--- config.mk ---
export PLATFORM = sky130hd
export DESIGN_NAME = hazard_scanner
export DESIGN_NICKNAME = d
export VERILOG_FILES = /design/src/rtl/hazard_pkg.sv /design/src/rtl/aabb_overlap.sv /design/src/rtl/hazard_scanner.sv
export SDC_FILE = /design/constraint.sdc
export NUM_CORES = 1
export LEC_CHECK = 0
export CAP_MARGIN = 20
export CORE_AREA = 2 2 241 243
export CTS_CLUSTER_SIZE = 8
export DETAILED_ROUTE_END_ITERATION = 16
export DIE_AREA = 0 0 243 245
export PLACE_DENSITY = 0.53
export REMOVE_ABC_BUFFERS = 1
export SYNTH_ARGS = -nofsm -noshare
export SYNTH_HDL_FRONTEND = slang
export SYNTH_SLANG_ARGS = --single-unit
--- constraint.sdc ---
create_clock -name clk -period 7.1 [get_ports clk]
set_input_delay 0.71 -clock clk [delete_from_list [all_inputs] [get_ports clk]]
set_output_delay 0.71 -clock clk [all_outputs]
set_load 0.005 [all_outputs]
--- src/rtl/hazard_pkg.sv ---
// rtl/hazard_pkg.sv - shared state type, default geometry and result bundle for hazard_scanner
package hazard_pkg;

  typedef enum logic [1:0] {
    IDLE    = 2'd0,
    SCAN    = 2'd1,
    RESOLVE = 2'd2
  } scan_state_t;

  localparam int DEF_NUM_LANES    = 13;
  localparam int DEF_OBJ_PER_LANE = 3;
  localparam int DEF_COORD_W      = 10;
  localparam int DEF_BLOCKSIZE    = 32;
  localparam int DEF_FROG_SIZE    = 32;
  localparam int DEF_LANE0_Y      = 32;
  localparam int DEF_PLAY_LEFT    = 96;
  localparam int DEF_PLAY_RIGHT   = 576;
  localparam int DEF_GOAL_Y       = 32;

  typedef struct packed {
    logic hit;
    logic on_log;
    logic in_water;
    logic off_screen;
    logic reached_end;
    logic collision;
  } result_t;

endpackage

--- src/rtl/aabb_overlap.sv ---
// rtl/aabb_overlap.sv - axis-aligned box overlap test with one guard bit so sums never wrap
module aabb_overlap #(
  parameter int COORD_W = 10
) (
  input  logic [COORD_W-1:0] a_x,
  input  logic [COORD_W-1:0] a_y,
  input  logic [COORD_W-1:0] a_w,
  input  logic [COORD_W-1:0] a_h,
  input  logic [COORD_W-1:0] b_x,
  input  logic [COORD_W-1:0] b_y,
  input  logic [COORD_W-1:0] b_w,
  input  logic [COORD_W-1:0] b_h,
  output logic               overlap,
  output logic               y_overlap
);

  logic [COORD_W:0] a_x_e, a_y_e, b_x_e, b_y_e;
  logic [COORD_W:0] a_right, a_bottom, b_right, b_bottom;
  logic             x_overlap;

  assign a_x_e    = {1'b0, a_x};
  assign a_y_e    = {1'b0, a_y};
  assign b_x_e    = {1'b0, b_x};
  assign b_y_e    = {1'b0, b_y};
  assign a_right  = a_x_e + {1'b0, a_w};
  assign a_bottom = a_y_e + {1'b0, a_h};
  assign b_right  = b_x_e + {1'b0, b_w};
  assign b_bottom = b_y_e + {1'b0, b_h};

  assign x_overlap = (a_x_e < b_right) && (a_right > b_x_e);
  assign y_overlap = (a_y_e < b_bottom) && (a_bottom > b_y_e);
  assign overlap   = x_overlap && y_overlap;

endmodule

--- src/rtl/hazard_scanner.sv ---
// rtl/hazard_scanner.sv - time-multiplexed frog collision/hazard scanner, one object slot per clock
// Define HAZARD_SCANNER_LANE_MASK_EN to build the per-lane road hit mask; otherwise it reads 0.
module hazard_scanner
  import hazard_pkg::*;
#(
  parameter int NUM_LANES    = DEF_NUM_LANES,
  parameter int OBJ_PER_LANE = DEF_OBJ_PER_LANE,
  parameter int COORD_W      = DEF_COORD_W,
  parameter int BLOCKSIZE    = DEF_BLOCKSIZE,
  parameter int FROG_SIZE    = DEF_FROG_SIZE,
  parameter int LANE0_Y      = DEF_LANE0_Y,
  parameter int PLAY_LEFT    = DEF_PLAY_LEFT,
  parameter int PLAY_RIGHT   = DEF_PLAY_RIGHT,
  parameter int GOAL_Y       = DEF_GOAL_Y
) (
  input  logic                                   clk,
  input  logic                                   reset_n,
  input  logic                                   start,
  input  logic [COORD_W-1:0]                     frog_x,
  input  logic [COORD_W-1:0]                     frog_y,
  input  logic [NUM_LANES*OBJ_PER_LANE*COORD_W-1:0] obj_x,
  input  logic [NUM_LANES*OBJ_PER_LANE-1:0]      obj_valid,
  input  logic [NUM_LANES*COORD_W-1:0]           lane_len,
  input  logic [NUM_LANES-1:0]                   lane_is_water,
  output logic                                   busy,
  output logic                                   done,
  output logic                                   hit,
  output logic                                   on_log,
  output logic                                   in_water,
  output logic                                   off_screen,
  output logic                                   reached_end,
  output logic                                   collision,
  output logic [$clog2(NUM_LANES)-1:0]           log_lane,
  output logic [NUM_LANES-1:0]                   hit_lane_mask
);

  localparam int N      = NUM_LANES * OBJ_PER_LANE;
  localparam int IDX_W  = (N > 1) ? $clog2(N) : 1;
  localparam int SLOT_W = (OBJ_PER_LANE > 1) ? $clog2(OBJ_PER_LANE) : 1;
  localparam int LANE_W = $clog2(NUM_LANES);

  scan_state_t state, next_state;
  logic scan_load, scan_en, resolve_en;

  logic [IDX_W-1:0]   idx;
  logic [SLOT_W-1:0]  slot;
  logic [LANE_W-1:0]  lane;
  logic [COORD_W-1:0] lane_y;
  logic [COORD_W-1:0] sx, sy;

  logic               acc_hit, acc_log, acc_water;
  logic [LANE_W-1:0]  acc_log_lane;
  result_t            res;

  logic [COORD_W-1:0] cur_x, cur_len;
  logic               cur_valid, cur_water;
  logic               raw_overlap, y_overlap, slot_overlap;
  logic [COORD_W:0]   sx_right;
  logic               off_now, goal_now, water_now;

  // Object data is sampled live, so each slot is read in its own scan cycle.
  assign cur_x     = obj_x[idx*COORD_W +: COORD_W];
  assign cur_valid = obj_valid[idx];
  assign cur_len   = lane_len[lane*COORD_W +: COORD_W];
  assign cur_water = lane_is_water[lane];

  aabb_overlap #(
    .COORD_W (COORD_W)
  ) u_overlap (
    .a_x       (sx),
    .a_y       (sy),
    .a_w       (COORD_W'(FROG_SIZE)),
    .a_h       (COORD_W'(FROG_SIZE)),
    .b_x       (cur_x),
    .b_y       (lane_y),
    .b_w       (cur_len),
    .b_h       (COORD_W'(BLOCKSIZE)),
    .overlap   (raw_overlap),
    .y_overlap (y_overlap)
  );

  assign slot_overlap = raw_overlap && cur_valid;

  assign sx_right  = {1'b0, sx} + (COORD_W+1)'(FROG_SIZE);
  assign off_now   = (sx_right <= (COORD_W+1)'(PLAY_LEFT)) ||
                     ({1'b0, sx} >= (COORD_W+1)'(PLAY_RIGHT));
  assign goal_now  = ({1'b0, sy} < (COORD_W+1)'(GOAL_Y));
  assign water_now = acc_water && !acc_log;

  always_ff @(posedge clk or negedge reset_n) begin
    if (!reset_n) begin
      state <= IDLE;
    end else begin
      state <= next_state;
    end
  end

  always_comb begin
    next_state = state;
    scan_load  = 1'b0;
    scan_en    = 1'b0;
    resolve_en = 1'b0;
    case (state)
      IDLE: begin
        if (start) begin
          next_state = SCAN;
          scan_load  = 1'b1;
        end
      end
      SCAN: begin
        scan_en = 1'b1;
        if (idx == IDX_W'(N-1)) begin
          next_state = RESOLVE;
        end
      end
      RESOLVE: begin
        resolve_en = 1'b1;
        next_state = IDLE;
      end
      default: next_state = IDLE;
    endcase
  end

  always_ff @(posedge clk or negedge reset_n) begin
    if (!reset_n) begin
      idx          <= '0;
      slot         <= '0;
      lane         <= '0;
      lane_y       <= '0;
      sx           <= '0;
      sy           <= '0;
      acc_hit      <= 1'b0;
      acc_log      <= 1'b0;
      acc_water    <= 1'b0;
      acc_log_lane <= '0;
    end else if (scan_load) begin
      idx          <= '0;
      slot         <= '0;
      lane         <= '0;
      lane_y       <= COORD_W'(LANE0_Y);
      sx           <= frog_x;
      sy           <= frog_y;
      acc_hit      <= 1'b0;
      acc_log      <= 1'b0;
      acc_water    <= 1'b0;
      acc_log_lane <= '0;
    end else if (scan_en) begin
      idx <= idx + 1'b1;
      // Lane base y walks with the lane counter instead of multiplying.
      if (slot == SLOT_W'(OBJ_PER_LANE-1)) begin
        slot   <= '0;
        lane   <= lane + 1'b1;
        lane_y <= lane_y + COORD_W'(BLOCKSIZE);
      end else begin
        slot <= slot + 1'b1;
      end
      if (slot_overlap) begin
        if (cur_water) begin
          acc_log <= 1'b1;
          if (!acc_log) begin
            acc_log_lane <= lane;
          end
        end else begin
          acc_hit <= 1'b1;
        end
      end
      if (cur_water && y_overlap) begin
        acc_water <= 1'b1;
      end
    end
  end

  always_ff @(posedge clk or negedge reset_n) begin
    if (!reset_n) begin
      done     <= 1'b0;
      res      <= '0;
      log_lane <= '0;
    end else begin
      done <= resolve_en;
      if (resolve_en) begin
        res.hit         <= acc_hit;
        res.on_log      <= acc_log;
        res.in_water    <= water_now;
        res.off_screen  <= off_now;
        res.reached_end <= goal_now;
        res.collision   <= acc_hit || water_now || off_now;
        log_lane        <= acc_log_lane;
      end
    end
  end

`ifdef HAZARD_SCANNER_LANE_MASK_EN
  logic [NUM_LANES-1:0] acc_mask, mask_q;

  always_ff @(posedge clk or negedge reset_n) begin
    if (!reset_n) begin
      acc_mask <= '0;
      mask_q   <= '0;
    end else begin
      if (scan_load) begin
        acc_mask <= '0;
      end else if (scan_en && slot_overlap && !cur_water) begin
        acc_mask[lane] <= 1'b1;
      end
      if (resolve_en) begin
        mask_q <= acc_mask;
      end
    end
  end

  assign hit_lane_mask = mask_q;
`else
  assign hit_lane_mask = '0;
`endif

  assign busy        = (state != IDLE);
  assign hit         = res.hit;
  assign on_log      = res.on_log;
  assign in_water    = res.in_water;
  assign off_screen  = res.off_screen;
  assign reached_end = res.reached_end;
  assign collision   = res.collision;

endmodule

# [Word-level counts from Yosys, hierarchy flattened]
# Cells that the tools add are included.
[totals] reg_bits=62 in_bits=595 output_inout_bits=25 wordCells=109
[op_classes] addsub=8 n_mul=2 magnitude_cmp=9 n_eq_ne=8 shifts=2 mux=38 reduce_logical=23
[op_table] operator="$shiftx 390x11->10" count=1
[op_table] operator="$shiftx 130x9->10" count=1
[op_table] operator="$add 10x6->11 const B" count=3
[op_table] operator="$mux 4" count=8
[op_table] operator="$mux 10" count=3
[op_table] operator="$gt 11x10->1" count=2
[op_table] operator="$lt 10x11->1" count=2
[op_table] operator="$mux 1" count=17
[op_table] operator="$mux 6" count=2
[op_table] operator="$reduce_bool 2->1" count=6
[op_table] operator="$add 10x10->11" count=1
[op_table] operator="$le 11x7->1 const B" count=1
[op_table] operator="$add 10x6->10 const B" count=1
[op_table] operator="$ge 10x10->1 const B" count=1
[op_table] operator="$lt 10x6->1 const B" count=1
[op_table] operator="$mux 2" count=5
[op_table] operator="$mul 6x3->9 const B" count=1
[op_table] operator="$ne 2x2->1 const B" count=4
[op_table] operator="$lt 6x7->1 const B" count=1
[op_table] operator="$mul 4x3->7 const B" count=1
[op_table] operator="$add 6x1->6 const B" count=1
[op_table] operator="$bmux 1 s6" count=1
[op_table] operator="$eq 6x6->1 const B" count=1
[op_table] operator="$logic_and 1x1->1" count=6
[op_table] operator="other kinds (13)" count=19

# [Longest topological paths before layout]
# Gate-level depths: netlist (run 1).
[depth] depth_word=10 depth_mapped=25

# [Modules after synthesis]
# Synthesis (run 1) repeated with hierarchy kept, for this count alone.
[hier_totals] hier_cells=914 hier_area_um2=9500.4
[modules_own_cells] module="hazard_scanner" instances=1 cells_per_inst=603 area_per_inst_um2=7089.3
[modules_own_cells] module="aabb_overlap" instances=1 cells_per_inst=311 area_per_inst_um2=2411.1

# [Worst setup path after synthesis (run 1)]
# Ideal clock, no wire load.
[synth_path] path_kind="register to register" startpoint="reg idx[0]" endpoint="reg acc_log_lane[0]" setup_ns=0.124 t_arrival_ns=4.763 t_required_ns=6.976 setup_slack_ns=2.214 path_stages_with_launch=23 path_cell_list="dfrtp_1 > buf_4 > buf_6 > buf_2 > mux4_2 > mux4_2 > inv_1 > o22ai_1 > ha_1 > fa_1 > a211oi_1 > nor2_1 > o21ai_0 > nand2b_1 > xnor2_1 > ha_1 > a21oi_1 > o21ai_0 > a21oi_1 > o21ai_0 > a311oi_4 > nand3b_4 > mux2i_1"
[synth_via] elab_chain_len=9
[synth_rtl] element="from (decl)" line_no="hazard_scanner.sv:45" text="logic [IDX_W-1:0] idx;"
[synth_rtl] element="from (signal assigned)" line_no="hazard_scanner.sv:148" text="idx <= idx + 1'b1;"
[synth_rtl] element="$mul 6x3->9" line_no="hazard_scanner.sv:62" text="assign cur_x = obj_x[idx*COORD_W +: COORD_W];"
[synth_rtl] element="$shiftx 390x11->10" line_no="hazard_scanner.sv:62"
[synth_rtl] element="$add 10x10->11" line_no="aabb_overlap.sv:27" text="assign b_right = b_x_e + {1'b0, b_w};"
[synth_rtl] element="$lt 10x11->1" line_no="aabb_overlap.sv:30" text="assign x_overlap = (a_x_e < b_right) && (a_right > b_x_e);"
[synth_rtl] element="$logic_and 1x1->1" line_no="aabb_overlap.sv:30"
[synth_rtl] element="$logic_and 1x1->1" line_no="aabb_overlap.sv:32" text="assign overlap = x_overlap && y_overlap;"
[synth_rtl] element="$logic_and 1x1->1 *" line_no="hazard_scanner.sv:82" text="assign slot_overlap = raw_overlap && cur_valid;"
[synth_rtl] element="$reduce_bool 2->1 (no source line) *"
[synth_rtl] element="$reduce_and 4->1 (no source line) *"
[synth_rtl] element="to (signal assigned)" line_no="hazard_scanner.sv:161" text="acc_log_lane <= lane;"
[synth_rtl] element="to (decl)" line_no="hazard_scanner.sv:52" text="logic [LANE_W-1:0] acc_log_lane;"
# Mark *: on every way between the ends. The rest lies on a longest branch, timed or not. The select of a mux whose other input is x is not followed.
# A chain may end at the register's enable or synchronous reset.

# [Worst setup path after layout (run 1)]
[layout_path] startpoint="reg idx[0]" endpoint="reg acc_log_lane[2]"
# The elaborated chain is that of the path after synthesis.

==> metrics.cfg, run 1 <==
[die]
die_x_um = 243
fp.dieH_um = 245
coreArea_um2 = 57000
die-area_um2 = 59500
ios = 620
start_util_pct = 14.6
rows = 88

[detailed_routing]
wl_per_cell_um = 21.0
wl_met2_um = 23400
via_count = 9044
viasPerCell = 4.25
drc = 0
drt_iter0_markers = 432
drt_pass1_iterations = 5
topRoutingLayerUsed = met5
ant_nets = 0
routed_wl_um = 44700
wl_met3_um = 2870
wl_met1_um = 17900

[clock_network]
clock_sinks = 57
clkLatencyLatePin_ns = 0.34
cts_max_level = 3
clock_path_buffers = 2
post-cts-setup-buffers = 0
cts-buffers-inserted = 9
cts_root_buf = clkbuf_16
cts_tree = done
cts_hold_buf = 0
path_clk_slew_ns = 0.06
post_cts_resized = 0

[yosys]
yosysWarnings = 0
syn_inst = 781
synthesis.area_um2 = 8360
avgSynthCellArea_um2 = 10.7
yosys_register_bits = 57
ys_seq_area_share_pct = 17.1
ys_async_sr_fraction_pct = 100
ys.flop_type = dfrtp_1
ys_types = 57
synth_most_common_cell = mux4_2
synth_commonest_cells = mux4_2 (141), nand2_1 (92), dfrtp_1 (57), nor2_1 (52), a21oi_1 (50)
netlist.area_leader.share_pct = 38.0
yosysTopAreaCell = mux4_2
synth_area_leaders = mux4_2 (38%), dfrtp_1 (17%), ha_1 (7.0%)
synth-edff-count = 0

[worst_setup_path]
start_kind = register
cp-end-kind = register
required_ns = 7.32
cp_max_fo = 40
rr_startpoint = idx[0]$_DFFE_PN0P_
arrival_ns = 5.87
reg2reg_to = acc_log_lane[2]$_DFFE_PN0P_
reg2reg_depth = 20
r2r_slack_ns = 1.45
critPathKind = register to register

[timing]
finalCritPeriodShare_pct = 79.6
slew-limit-headroom_pct = 24.1
skew_ns = 0.0122
slew_violations = 0
fmax_mhz = 177
fin_setup_tns_ns = 0
finalCriticalPeriod_ns = 5.65
whs_ns = 0.484
setup_viol = 0
hold_viol_final = 0
rsz0062_at_grt = no
tightestPinTransition_ns = 1.11

[flow_run]
maxCapViolations = 0

[grt]
grt_pass1_wl_um = 64300
grt_pass1_vias = 9885
track_usage_pct = 14.5
grt_overflow = 0
grt_max_degree = 58
grt_antenna_before_repair = 6

[worst_hold_path]
hp-start = sy[2]$_DFFE_PN0P_
min_path_cells = 2
hold_path.class = register to register
hold_end = sy[2]$_DFFE_PN0P_

[power]
switching_share_pct = 44.2
powerDensity_nw_per_um2 = 298
p_seq_share_pct = 14.9
p_leak_nw = 5.79
p_sw_mw = 2.05
intPower_mw = 2.58
combPwrFrac_pct = 74.9
pwr-share-clk_pct = 10.3
ir_worst_vdd_uv = 160

[cells_and_area]
nets = 2000
areaGrowthSynthToFinish_pct = 86.1
layout-drive-gt1-share_pct = 15.3

[place]
globalplace.congestion = 0.871
port_buffers = 606
dp_hpwl_um = 38600

[status]
status = finished, final reports clean

-- cell type report --
| cell class | instances | area (µm²) |
|---|---|---|
| clock buffer | 12 | 246 |
| timing repair buffer | 626 | 6220 |
| clock inverter | 4 | 76.3 |
| tap | 765 | 957 |
| fill | 6115 | 41500 |
| multi-input combinational | 634 | 6490 |
| antenna | 2 | 5.00 |
| inverter | 29 | 109 |
| sequential | 57 | 1440 |
-- power groups by stage --
stage	logic, mW	registers (mW)	clock network (mW)
2_1_floorplan	2.42	0.789	0
3_3_place_gp	3.49	0.709	0
3_5_place_dp	3.53	0.710	0
4_1_cts	3.54	0.706	0.492
5_1_grt	3.89	0.732	0.506
6_report	3.47	0.689	0.476
-- cells by family (layout without fill, tap and decap cells) --
| group | after synthesis | after routing | synth area share, % |
|---|---|---|---|
| other cells | 1 | 15 | 0.0449 |
| xor+xnor | 18 | 18 | 1.89 |
| compound gates | 149 | 149 | 11.2 |
| simple gates | 202 | 202 | 10.8 |
| flops | 57 | 57 | 17.1 |
| mux | 204 | 204 | 45.8 |
| buf+inv | 102 | 671 | 5.94 |
| fa+ha+maj | 48 | 48 | 7.28 |
-- cells in the final DEF, fill, tap and decap left out, drive strengths merged, types with 20 or more instances in the layout --
cell type | Yosys | final
a21oi | 50 | 50
nand2 | 92 | 92
mux2i | 46 | 46
mux4 | 141 | 141
clkdlybuf4s50 | 0 | 605
inv | 29 | 29
ha | 47 | 47
dfrtp | 57 | 57
nor2 | 52 | 52
o21ai | 41 | 41
buf | 40 | 21
nand3 | 20 | 20
a22oi | 23 | 23
-- state kept, by name, summed over array words and instances (netlist names), 2 cells and up --
name          count
acc_log_lane      4
idx               6
lane              4
lane_y            5
log_lane          4
slot              2
state             2
sx               10
sy               10
-- stage by stage --
step | cell area [µm²] | total power [mW] | util (%) | cells | setup slack, ns
floorplan | 8010 | 3.21 | - | 720 | -1.05
global placement | 15200 | 4.20 | 26.7 | 2111 | 1.41
detailed placement | 15200 | 4.24 | 26.7 | 2111 | 1.38
CTS | 15500 | 4.74 | 27.2 | 2127 | 1.37
global route | 15500 | 5.13 | 27.2 | 2127 | 0.961
finish | 15500 | 4.63 | 27.3 | 2129 | 1.45
-- routing by layer --
layer	track usage, %	vias to the layer above
met5	0	-
met4	2.09	4
met3	3.31	36
met2	27.0	361
met1	17.3	4441
li1	-	4202
-- worst max-delay path by stage --
| stage | start | slack [ns] | depth (start not counted) | endpoint |
|---|---|---|---|---|
| floorplan | idx[0]$_DFFE_PN0P_ | -1.05 | 19 | acc_log_lane[0]$_DFFE_PN0P_ |
| global placement | obj_x[30] | 1.41 | 20 | acc_log_lane[3]$_DFFE_PN0P_ |
| detailed placement | obj_x[30] | 1.38 | 20 | acc_log_lane[2]$_DFFE_PN0P_ |
| CTS | idx[0]$_DFFE_PN0P_ | 1.37 | 20 | acc_log_lane[2]$_DFFE_PN0P_ |
| global route | idx[0]$_DFFE_PN0P_ | 0.96 | 21 | acc_log_lane[3]$_DFFE_PN0P_ |
| finish | idx[0]$_DFFE_PN0P_ | 1.45 | 20 | acc_log_lane[2]$_DFFE_PN0P_ |
-- worst max-delay path, stage by stage, from the launching register on --
cell and delay [ns]:
dfrtp_4 0.89, buf_12 0.38, mux4_2 0.55, mux4_2 0.47, inv_1 0.07, o22ai_1 0.13
ha_1 0.29, fa_1 0.42, a211oi_1 0.24, nor2_1 0.09, o21ai_0 0.18, nand2b_1 0.09
xnor2_1 0.13, ha_1 0.29, a21oi_1 0.13, o21ai_0 0.09, a21oi_1 0.15, o21ai_0 0.18
a311oi_4 0.40, nand3b_4 0.16, mux2i_1 0.14
Power figures use the tool's default switching activity.
==> run 2, diff against run 1 <==
clock period = 5.6 ns   (was 7.1 ns; I/O delays follow)
==> run 2 against run 1 <==
Effect of this change:
- clock skew decreased by 0.0059 ns
- global-route usage decreased by 0.23 points
- critical path depth increased by 1
- flip-flop and latch count unchanged
- count of clock-buffer cells in the layout decreased by 2
- core utilization increased by 0.36 points
- sequential share of layout area decreased by 0.12 points
- setup slack got worse by 1.1 ns
- critical path type is now primary input to register
==> metrics.cfg, run 2 (synthesized netlist as in run 1, its figures left out) <==
[status]
status = finished, final reports clean

[worst_hold_path]
hold_path.class = primary input to asynchronous set/reset pin

[detailed_routing]
drt_pass1_iterations = 4  ; -1
drc = 0  ; unchanged
via_count = 9164  ; +1.3%
ant_nets = 0  ; unchanged
drt_iter0_markers = 348  ; -19%
routed_wl_um = 44700  ; about the same
viasPerCell = 4.26  ; +0.20%
wl_per_cell_um = 20.7  ; -1.2%

[clock_network]
cts_root_buf = clkbuf_16
path_clk_slew_ns = 0.05  ; about the same
clkLatencyLatePin_ns = 0.34  ; about the same
clock_path_buffers = 2  ; unchanged
cts_tree = done
cts_hold_buf = 0  ; unchanged
clock_sinks = 57  ; unchanged
cts-buffers-inserted = 9  ; unchanged
cts_max_level = 3  ; unchanged

[place]
place_ws_ns = -0.0140  ; -1.39 ns
globalplace.congestion = 0.877  ; +0.76%
dp_hpwl_um = 38600  ; +0.16%
dp.cells = 2131  ; +0.95%
port_buffers = 606  ; unchanged

[power]
ir_worst_vdd_uv = 226  ; +41%
powerDensity_nw_per_um2 = 386  ; +30%
p_leak_nw = 5.92  ; +2.2%

[die]
rows = 88  ; unchanged
ios = 620  ; unchanged
die_x_um = 243  ; unchanged
coreArea_um2 = 57000  ; unchanged
die-area_um2 = 59500  ; unchanged
fp.dieH_um = 245  ; unchanged
start_util_pct = 14.6  ; unchanged

[worst_setup_path]
cp_max_fo = 4  ; -90%
required_ns = 5.82  ; -1.50 ns
start_kind = primary input
critPathKind = primary input to register
arrival_ns = 5.43  ; -0.44 ns
reg2reg_depth = 21  ; +5.0%
cp-end-kind = register

[cells_and_area]
nets = 2024  ; +1.2%
reg_top3 = sx: 10 flops, sy: 10 flops, idx: 6 flops
seq_area_um2 = 1440  ; unchanged
final_cells = 2153  ; +1.1%
final_cell_mix = clkdlybuf4s50_1 (605), mux4_2 (141), nand2_1 (92), dfrtp_1 (52), nor2_1 (51)
final_common_cell = clkdlybuf4s50_1
nFillCells = 6070  ; -0.74%
layout-drive-gt1-share_pct = 16.8  ; +1.5 points
multi_input_area_um2 = 6490  ; unchanged
fin_util_pct = 27.6  ; +0.36 points
areaGrowthSynthToFinish_pct = 88.5

[grt]
grt_pass1_vias = 9944  ; +0.60%
grt_max_degree = 58  ; unchanged
grt_overflow = 0  ; unchanged
grt_antenna_before_repair = 8  ; +2
grt_pass1_wl_um = 63300  ; -1.5%
track_usage_pct = 14.3  ; -0.23 points

[timing]
hold_viol_final = 0  ; unchanged
rsz0062_at_grt = no
layout_setup_ws_ns = 0.391  ; -1.06 ns
fmax_mhz = 192
skew_ns = 0.00622  ; -0.00593 ns
finalCritPeriodShare_pct = 93.0
tightestPinTransition_ns = 0.789  ; -0.320 ns
slew_violations = 0  ; unchanged
slew-limit-headroom_pct = 47.4  ; +23 points
finalCriticalPeriod_ns = 5.21
setup_viol = 0  ; unchanged

[flow_run]
maxCapViolations = 0  ; unchanged

==> run 2: final cells by class <==
class                           count  share of cell area [%]
Multi-Input combinational cell    634                    41.2
Sequential cell                    57                    9.14
Inverter                           29                   0.691
Tap cell                          765                    6.08
Clock inverter                      6                   0.524
Timing Repair Buffer              650                    40.9
Antenna cell                        2                  0.0318
Clock buffer                       10                    1.45
==> run 2: path summary, 6_finish.rpt <==
| check | start | to | slack, ns |
|---|---|---|---|
| hold / removal | reset_n | reached_end$_DFFE_PN0P_ | 0.37 |
| setup reg to reg | idx[0]$_DFFE_PN0P_ | acc_log_lane[3]$_DFFE_PN0P_ | 0.40 |
| hold reg to reg | sy[3]$_DFFE_PN0P_ | sy[3]$_DFFE_PN0P_ | 0.48 |
| setup / recovery | obj_x[50] | acc_log_lane[3]$_DFFE_PN0P_ | 0.39 |
| max in group asynchronous | reset_n | lane[0]$_DFFE_PN0P_ | 4.62 |
| min in group clk | sy[3]$_DFFE_PN0P_ | sy[3]$_DFFE_PN0P_ | 0.48 |
==> run 2: through the flow <==
step           cell area [µm²]  power, mW  hold WS (ns)  setup TNS, ns
6_report                 15800       6.08         0.371              0
3_5_place_dp             15400       5.52         0.456        -0.0222
4_1_cts                  15700       6.15         0.421              0
5_1_grt                  15800       6.72         0.434              0
2_1_floorplan             8010       4.07         0.264         -15.00
3_3_place_gp             15400       5.44         0.452              0
==> run 2: where the power goes <==
part | leakage [nW] | total (mW) | internal, mW | switching (mW)
clock | 0.152 | 0.588 | 0.387 | 0.201
combinational | 5.04 | 4.77 | 2.48 | 2.28
sequential | 0.720 | 0.723 | 0.523 | 0.200
total | 5.92 | 6.08 | 3.39 | 2.69
==> run 2: worst max-delay path, cell delays in order <==
cell	delay (ns)
clkdlybuf4s50_1	0.46
mux4_2	0.49
mux4_2	0.50
a22oi_1	0.20
buf_4	0.14
o22ai_1	0.11
ha_1	0.26
fa_1	0.44
a211oi_1	0.23
nor2_1	0.09
o21ai_0	0.19
nand2b_1	0.10
xnor2_1	0.13
ha_1	0.30
a21oi_1	0.14
o21ai_0	0.09
a21oi_1	0.13
o21ai_0	0.17
a311oi_4	0.37
nand3b_4	0.16
mux2i_1	0.15
==> run 2: layer usage <==
metal	share of wire (%)	vias up	routed length, µm	global-route usage, %
met3	7.4	46	3320	4.30
met5	0.11	-	48	0
met4	1.6	8	722	2.51
met2	51	400	22600	25.7
li1	-	4246	-	-
met1	40	4464	18000	16.9
==> run 2: what timing repair did <==
| action | in CTS | in global routing |
|---|---|---|
| endpoints found under the hold margin | 0 | 0 |
| endpoints found under the setup margin | 0 | 6 |
| gates resized for setup | 0 | 6 |
| buffers inserted | 0 | 4 |
